**config.mk**
```make
export PLATFORM = sky130hd
export DESIGN_NAME = clk_div_monitor_flat
export DESIGN_NICKNAME = d
export VERILOG_FILES = /design/src/rtl/clk_div_monitor_if.sv /design/src/rtl/clk_div_monitor.sv /design/src/flat_wrapper.sv
export SDC_FILE = /design/constraint.sdc
export NUM_CORES = 1
export LEC_CHECK = 0
export ABC_AREA = 1
export CORE_MARGIN = 2
export CORE_UTILIZATION = 30
export DETAILED_ROUTE_END_ITERATION = 7
export GPL_TIMING_DRIVEN = 0
export HOLD_SLACK_MARGIN = 0.05
export PLACE_DENSITY = 0.59
export RECOVER_POWER = 25
export SYNTH_ARGS = -nofsm -noshare
export SYNTH_HDL_FRONTEND = slang
export SYNTH_SLANG_ARGS = --single-unit
```
**constraint.sdc**
```tcl
create_clock -name clk -period 3.05 [get_ports clk]
set_clock_uncertainty 0.2 [all_clocks]
set_input_delay 0.7625 -clock clk [delete_from_list [all_inputs] [get_ports clk]]
set_output_delay 0.7625 -clock clk [all_outputs]
set_load 0.01 [all_outputs]
```
**src/rtl/clk_div_monitor_if.sv**
```systemverilog
// Monitor-side bundle for clk_div_monitor: divided-clock sample, controls and status.
// Monitor (slave) consumes clk_div_in/enable/clear and drives status; master is the driver side.
interface clk_div_monitor_if #(
  parameter int CNT_W     = 8,
  parameter int ERR_CNT_W = 8
);
  logic                 clk_div_in;
  logic                 enable;
  logic                 clear;
  logic                 rise_pulse;
  logic                 locked;
  logic                 err;
  logic [ERR_CNT_W-1:0] err_cnt;
  logic [CNT_W-1:0]     hi_len;
  logic [CNT_W-1:0]     lo_len;

  modport master (
    output clk_div_in, enable, clear,
    input  rise_pulse, locked, err, err_cnt, hi_len, lo_len
  );

  modport slave (
    input  clk_div_in, enable, clear,
    output rise_pulse, locked, err, err_cnt, hi_len, lo_len
  );
endinterface

```
**src/rtl/clk_div_monitor.sv**
```systemverilog
// Checks clk_div_in high/low run lengths, reports lock/error; CLK_DIV_MON_STUCK_EN adds stuck-input detect.
// Latency: rise_pulse 2 clk after the input rises; no backpressure, free-running monitor.
module clk_div_monitor #(
  parameter int DIV       = 4,
  parameter int LOCK_CNT  = 4,
  parameter int CNT_W     = 8,
  parameter int ERR_CNT_W = 8
) (
  input logic             clk,
  input logic             rst,
  clk_div_monitor_if.slave mon
);

  localparam int HALF = DIV / 2;
  localparam int GC_W = (LOCK_CNT < 2) ? 1 : $clog2(LOCK_CNT + 1);
  localparam logic [CNT_W-1:0] HALF_C   = CNT_W'(HALF);
  localparam logic [GC_W-1:0]  LAST_GC  = GC_W'(LOCK_CNT - 1);

  typedef enum logic [1:0] {IDLE, ACQ, MEAS, LOCK} state_t;

  state_t               state;
  logic                 s1, s2;
  logic [CNT_W-1:0]     run_cnt;
  logic [GC_W-1:0]      good_cnt;
  logic                 rise_pulse;
  logic                 locked;
  logic                 err;
  logic [ERR_CNT_W-1:0] err_cnt;
  logic [CNT_W-1:0]     hi_len;
  logic [CNT_W-1:0]     lo_len;

  logic rise, fall, in_meas, edge_err, stuck_err, err_evt;

  assign rise     = s1 & ~s2;
  assign fall     = ~s1 & s2;
  assign in_meas  = (state == MEAS) || (state == LOCK);
  assign edge_err = (rise || fall) && (run_cnt != HALF_C);

`ifdef CLK_DIV_MON_STUCK_EN
  // A run already at HALF with no edge this cycle is about to overrun.
  assign stuck_err = !rise && !fall && (run_cnt == HALF_C);
`else
  assign stuck_err = 1'b0;
`endif

  assign err_evt = mon.enable && in_meas && (edge_err || stuck_err);

  always_ff @(posedge clk) begin
    if (!rst) begin
      state      <= IDLE;
      s1         <= 1'b0;
      s2         <= 1'b0;
      run_cnt    <= '0;
      good_cnt   <= '0;
      rise_pulse <= 1'b0;
      locked     <= 1'b0;
      err        <= 1'b0;
      err_cnt    <= '0;
      hi_len     <= '0;
      lo_len     <= '0;
    end else begin
      s1         <= mon.clk_div_in;
      s2         <= s1;
      rise_pulse <= rise & mon.enable;

      // An error event in the same cycle as clear wins and restarts the count at 1.
      if (err_evt) begin
        err     <= 1'b1;
        err_cnt <= mon.clear ? ERR_CNT_W'(1)
                 : (err_cnt == '1) ? err_cnt : err_cnt + ERR_CNT_W'(1);
      end else if (mon.clear) begin
        err     <= 1'b0;
        err_cnt <= '0;
      end

      if (!mon.enable) begin
        state    <= IDLE;
        locked   <= 1'b0;
        run_cnt  <= '0;
        good_cnt <= '0;
      end else begin
        case (state)
          IDLE: begin
            state    <= ACQ;
            locked   <= 1'b0;
            run_cnt  <= '0;
            good_cnt <= '0;
          end
          ACQ: begin
            good_cnt <= '0;
            if (rise) begin
              state   <= MEAS;
              run_cnt <= CNT_W'(1);
            end else begin
              run_cnt <= '0;
            end
          end
          MEAS, LOCK: begin
            if (fall) hi_len <= run_cnt;
            if (rise) lo_len <= run_cnt;

            if (rise || fall)
              run_cnt <= CNT_W'(1);
            else if (run_cnt != '1)
              run_cnt <= run_cnt + CNT_W'(1);

            // A bad high run already dropped us to ACQ, so a good rise implies a good period.
            if (err_evt) begin
              state    <= ACQ;
              locked   <= 1'b0;
              good_cnt <= '0;
            end else if (rise && state == MEAS) begin
              good_cnt <= good_cnt + GC_W'(1);
              if (good_cnt == LAST_GC) begin
                state  <= LOCK;
                locked <= 1'b1;
              end
            end
          end
          default: begin
            state  <= IDLE;
            locked <= 1'b0;
          end
        endcase
      end
    end
  end

  assign mon.rise_pulse = rise_pulse;
  assign mon.locked     = locked;
  assign mon.err        = err;
  assign mon.err_cnt    = err_cnt;
  assign mon.hi_len     = hi_len;
  assign mon.lo_len     = lo_len;

endmodule

```
**src/flat_wrapper.sv**
```systemverilog
// flat-port wrapper written by rule: the top's interface ports become plain ports
module clk_div_monitor_flat 
#(
  parameter int DIV       = 4,
  parameter int LOCK_CNT  = 4,
  parameter int CNT_W     = 8,
  parameter int ERR_CNT_W = 8
)
  (clk, rst, mon_clk_div_in, mon_enable, mon_clear, mon_rise_pulse, mon_locked, mon_err, mon_err_cnt, mon_hi_len, mon_lo_len);
  clk_div_monitor_if #(.CNT_W(CNT_W), .ERR_CNT_W(ERR_CNT_W)) mon_i ();
  input logic clk;
  input logic rst;
  input wire logic [$bits(mon_i.clk_div_in)-1:0] mon_clk_div_in;
  input wire logic [$bits(mon_i.enable)-1:0] mon_enable;
  input wire logic [$bits(mon_i.clear)-1:0] mon_clear;
  output wire logic [$bits(mon_i.rise_pulse)-1:0] mon_rise_pulse;
  output wire logic [$bits(mon_i.locked)-1:0] mon_locked;
  output wire logic [$bits(mon_i.err)-1:0] mon_err;
  output wire logic [$bits(mon_i.err_cnt)-1:0] mon_err_cnt;
  output wire logic [$bits(mon_i.hi_len)-1:0] mon_hi_len;
  output wire logic [$bits(mon_i.lo_len)-1:0] mon_lo_len;
  assign mon_i.clk_div_in = mon_clk_div_in;
  assign mon_i.enable = mon_enable;
  assign mon_i.clear = mon_clear;
  assign mon_rise_pulse = mon_i.rise_pulse;
  assign mon_locked = mon_i.locked;
  assign mon_err = mon_i.err;
  assign mon_err_cnt = mon_i.err_cnt;
  assign mon_hi_len = mon_i.hi_len;
  assign mon_lo_len = mon_i.lo_len;
  clk_div_monitor #(.DIV(DIV), .LOCK_CNT(LOCK_CNT), .CNT_W(CNT_W), .ERR_CNT_W(ERR_CNT_W)) u_core (.clk(clk), .rst(rst), .mon(mon_i));
endmodule
```
==> qor.csv <==
stage,metric,value,unit
yosys,syn nets,271,
finish,"commonest non-fill, non-tap cell in the layout",nand2_1,
global_routing,GRT overflow,0,
yosys,Post-Syn Area,1900,um^2
worst_hold_path,hold depth,2,
global_routing,global-route wire length before repair,7190,um
setup_path,Worst EP required,3.01,ns
setup_path,R2R Path Start,u_core.mon.err_cnt[0]$_SDFFE_PN0P_,
finish,most frequent cells in the layout,"nand2_1, dfxtp_1, a21oi_1, nand3_1",
route,total wire length,4180,um
setup_path,critical path capture point type,flop,
setup_path,Crit Reg-Reg Endpoint,u_core.mon.err_cnt[3]$_SDFFE_PN0P_,
die,Site Rows,29,
worst_hold_path,Worst Hold Class,flop to flop,
clock_network,clk slew on worst S/H paths,0.08,ns
setup_path,type of origin of the critical path,primary input,
placed_design,Placement Cell Area,2310,um^2
global_routing,total track usage,0.125,
timing,fin worst setup slack,0.682,ns
finish,layout cells sized above 1,0.0604,
finish,Nets,309,
yosys,Synth top area share,0.442,
route,Top Metal Used,met3,
pwr,leakage power,0.886,nW
clock_network,CTS tree,done,
timing,Worst-Margin Slew,0.445,ns
finish,layout overhead on the synthesized area,27.7,%
clock_network,hold buffers post-CTS,0,
yosys,"Avg Cell Area, Syn",7.35,um^2
timing,crit path time final,2.37,ns
die,chip height,83.6,um
clock_network,Max Root-Sink Buffers,2,
finish,total area of sequential cells,841,um^2
clock_network,Resized Gates After CTS,0,
worst_hold_path,Hold Startpoint,u_core.s1$_SDFF_PN0_,
run,Max-Cap Viols,0,
placed_design,Place WS,0.396,ns
setup_path,cells on worst reg2reg path,8,
die,area of the core,6240,um^2
die,Initial Util,0.305,
yosys,Yosys cell types,25,
route,routed wl met2,1940,um
setup_path,worst-path fanout max,10,
yosys,post-synthesis register bit count,42,
route,Routed WL per cell,11.1,um
yosys,Ys Warns,0,
clock_network,clock latency on the worst-skew pair,0.29,ns
pwr,maximum vdd drop,0.249,mV
clock_network,Num CTS Buffers,5,
global_routing,largest net degree at the start of global routing,14,
route,Via density,4.59,
clock_network,root buf cell,clkbuf_8,
setup_path,Critical Path AT,2.33,ns
finish,Multi-input gate area,900,um^2
die,I/O pin cnt,32,
route,Starting DRT DRC Count,90,
finish,fill cell count,667,
timing,RSZ-0062 raised after global routing,no,
route,Remaining DRCs,0,
setup_path,critical path class,primary input to flop,
clock_network,H-Tree Depth,2,
yosys,post-synthesis cell count,259,
route,M1 wire length,2090,um
pwr,power per cell area,467,nW/um^2
route,Detail Route Antenna Nets,0,
timing,slew margin rel.,0.704,
clock_network,Clock Sinks,42,
timing,final setup vio count,0,
finish,fin cells,375,
placed_design,half-perimeter wire length after placement,3080,um
timing,Final Hold Viols,0,
finish,Final Core Density,0.389,
timing,WHS,0.251,ns
yosys,register area share after synthesis,0.442,
worst_hold_path,hold endpoint,u_core.s2$_SDFF_PN0_,
timing,Fmax,422,MHz
setup_path,R2R Setup Slk,1.13,ns
timing,final worst-path cycle share,0.776,
route,Via Count,1720,
global_routing,initial antenna violation count,0,
timing,Pins Over Slew Limit,0,
finish,Antenna Cells,0,
timing,setup_tns,0,ns
yosys,synth top area cells,"dfxtp_1, nand2_1, a21oi_1, nand3_1, inv_1",
die,Die X,83.6,um
placed_design,GPL Wtd Cong,0.853,
route,routed wl met3,143,um
placed_design,I/O Buffers,31,
global_routing,vias in the first global route,1663,
finish,Final Cell Area,2430,um^2
die,Die Area,7000,um^2
pwr,Pwr Total,1.13,mW
yosys,cell accounting for the most synthesized area,dfxtp_1,
clock_network,Post-CTS Setup Bufs,0,
outcome,status,finished clean,
placed_design,dpl cells,367,
route,First-pass DRT Iterations,4,
[worst max-delay path, stage by stage]
cell           delay (ns)
dlygate4sd3_1        0.63
inv_1                0.10
clkbuf_1             0.36
clkbuf_1             0.39
a21oi_1              0.08
[how the worst max path moves through the flow]
stage | slack [ns] | cells after the start | startpoint | to
final | 0.68 | 5 | rst | u_core.mon.lo_len[2]$_SDFFE_PN0P_
after global routing | 0.52 | 5 | rst | u_core.mon.lo_len[2]$_SDFFE_PN0P_
after CTS | 0.71 | 5 | rst | u_core.mon.lo_len[2]$_SDFFE_PN0P_
after detailed placement | 0.40 | 5 | rst | u_core.mon.lo_len[2]$_SDFFE_PN0P_
after global placement | 0.41 | 5 | rst | u_core.mon.lo_len[6]$_SDFFE_PN0P_
after floorplan | 1.31 | 4 | rst | u_core.mon.hi_len[3]$_SDFFE_PN0P_
[cell families after synthesis]
group,synth area share
adders and majority gates,0.0460
buffers and inverters,0.0736
DFF,0.442
and+or+nand+nor,0.301
AOI/OAI and AO/OA,0.137
[cells in the mapped netlist (all sizes together)]
library cell	n
o21ai	12
nand3	31
nand2	62
o21bai	2
buf	1
nor3b	1
nor2	25
dfxtp	42
a211oi	2
ha	7
a21boi	1
nand4	3
clkbuf	4
inv	31
a21oi	32
clkinv	1
nor3	2
[metal layers]
metal  up-vias  GRT usage
met5         -          0
met4         0     0.0557
met3         0     0.0307
met2        33      0.197
met1       765      0.161
li1        922          -
[state kept, by name, indices dropped and copies added, names as in the netlist]
| name | count |
|---|---|
| u_core.mon.rise_pulse | 1 |
| u_core.good_cnt | 3 |
| u_core.mon.lo_len | 8 |
| u_core.mon.err | 1 |
| u_core.mon.err_cnt | 8 |
| u_core.mon.locked | 1 |
| u_core.run_cnt | 8 |
| u_core.mon.hi_len | 8 |
| u_core.s1 | 1 |
| u_core.state | 2 |
| u_core.s2 | 1 |
[report_power, final]
part	internal [mW]	switching [mW]
Clock	0.349	0.197
Combinational	0.0119	0.0232
Sequential	0.551	0.00248
Total	0.912	0.222
[final cells by class]
class / count / share of cell area
multi-input cells: 180 / 0.370
flip-flops and latches: 42 / 0.346
repair buffers: 31 / 0.128
inverters: 32 / 0.0494
well taps: 77 / 0.0396
clock buffers: 6 / 0.0340
clock inverters: 2 / 0.0247
plain buffers: 5 / 0.00824
Note: power is estimated with default switching activity, not from simulation.
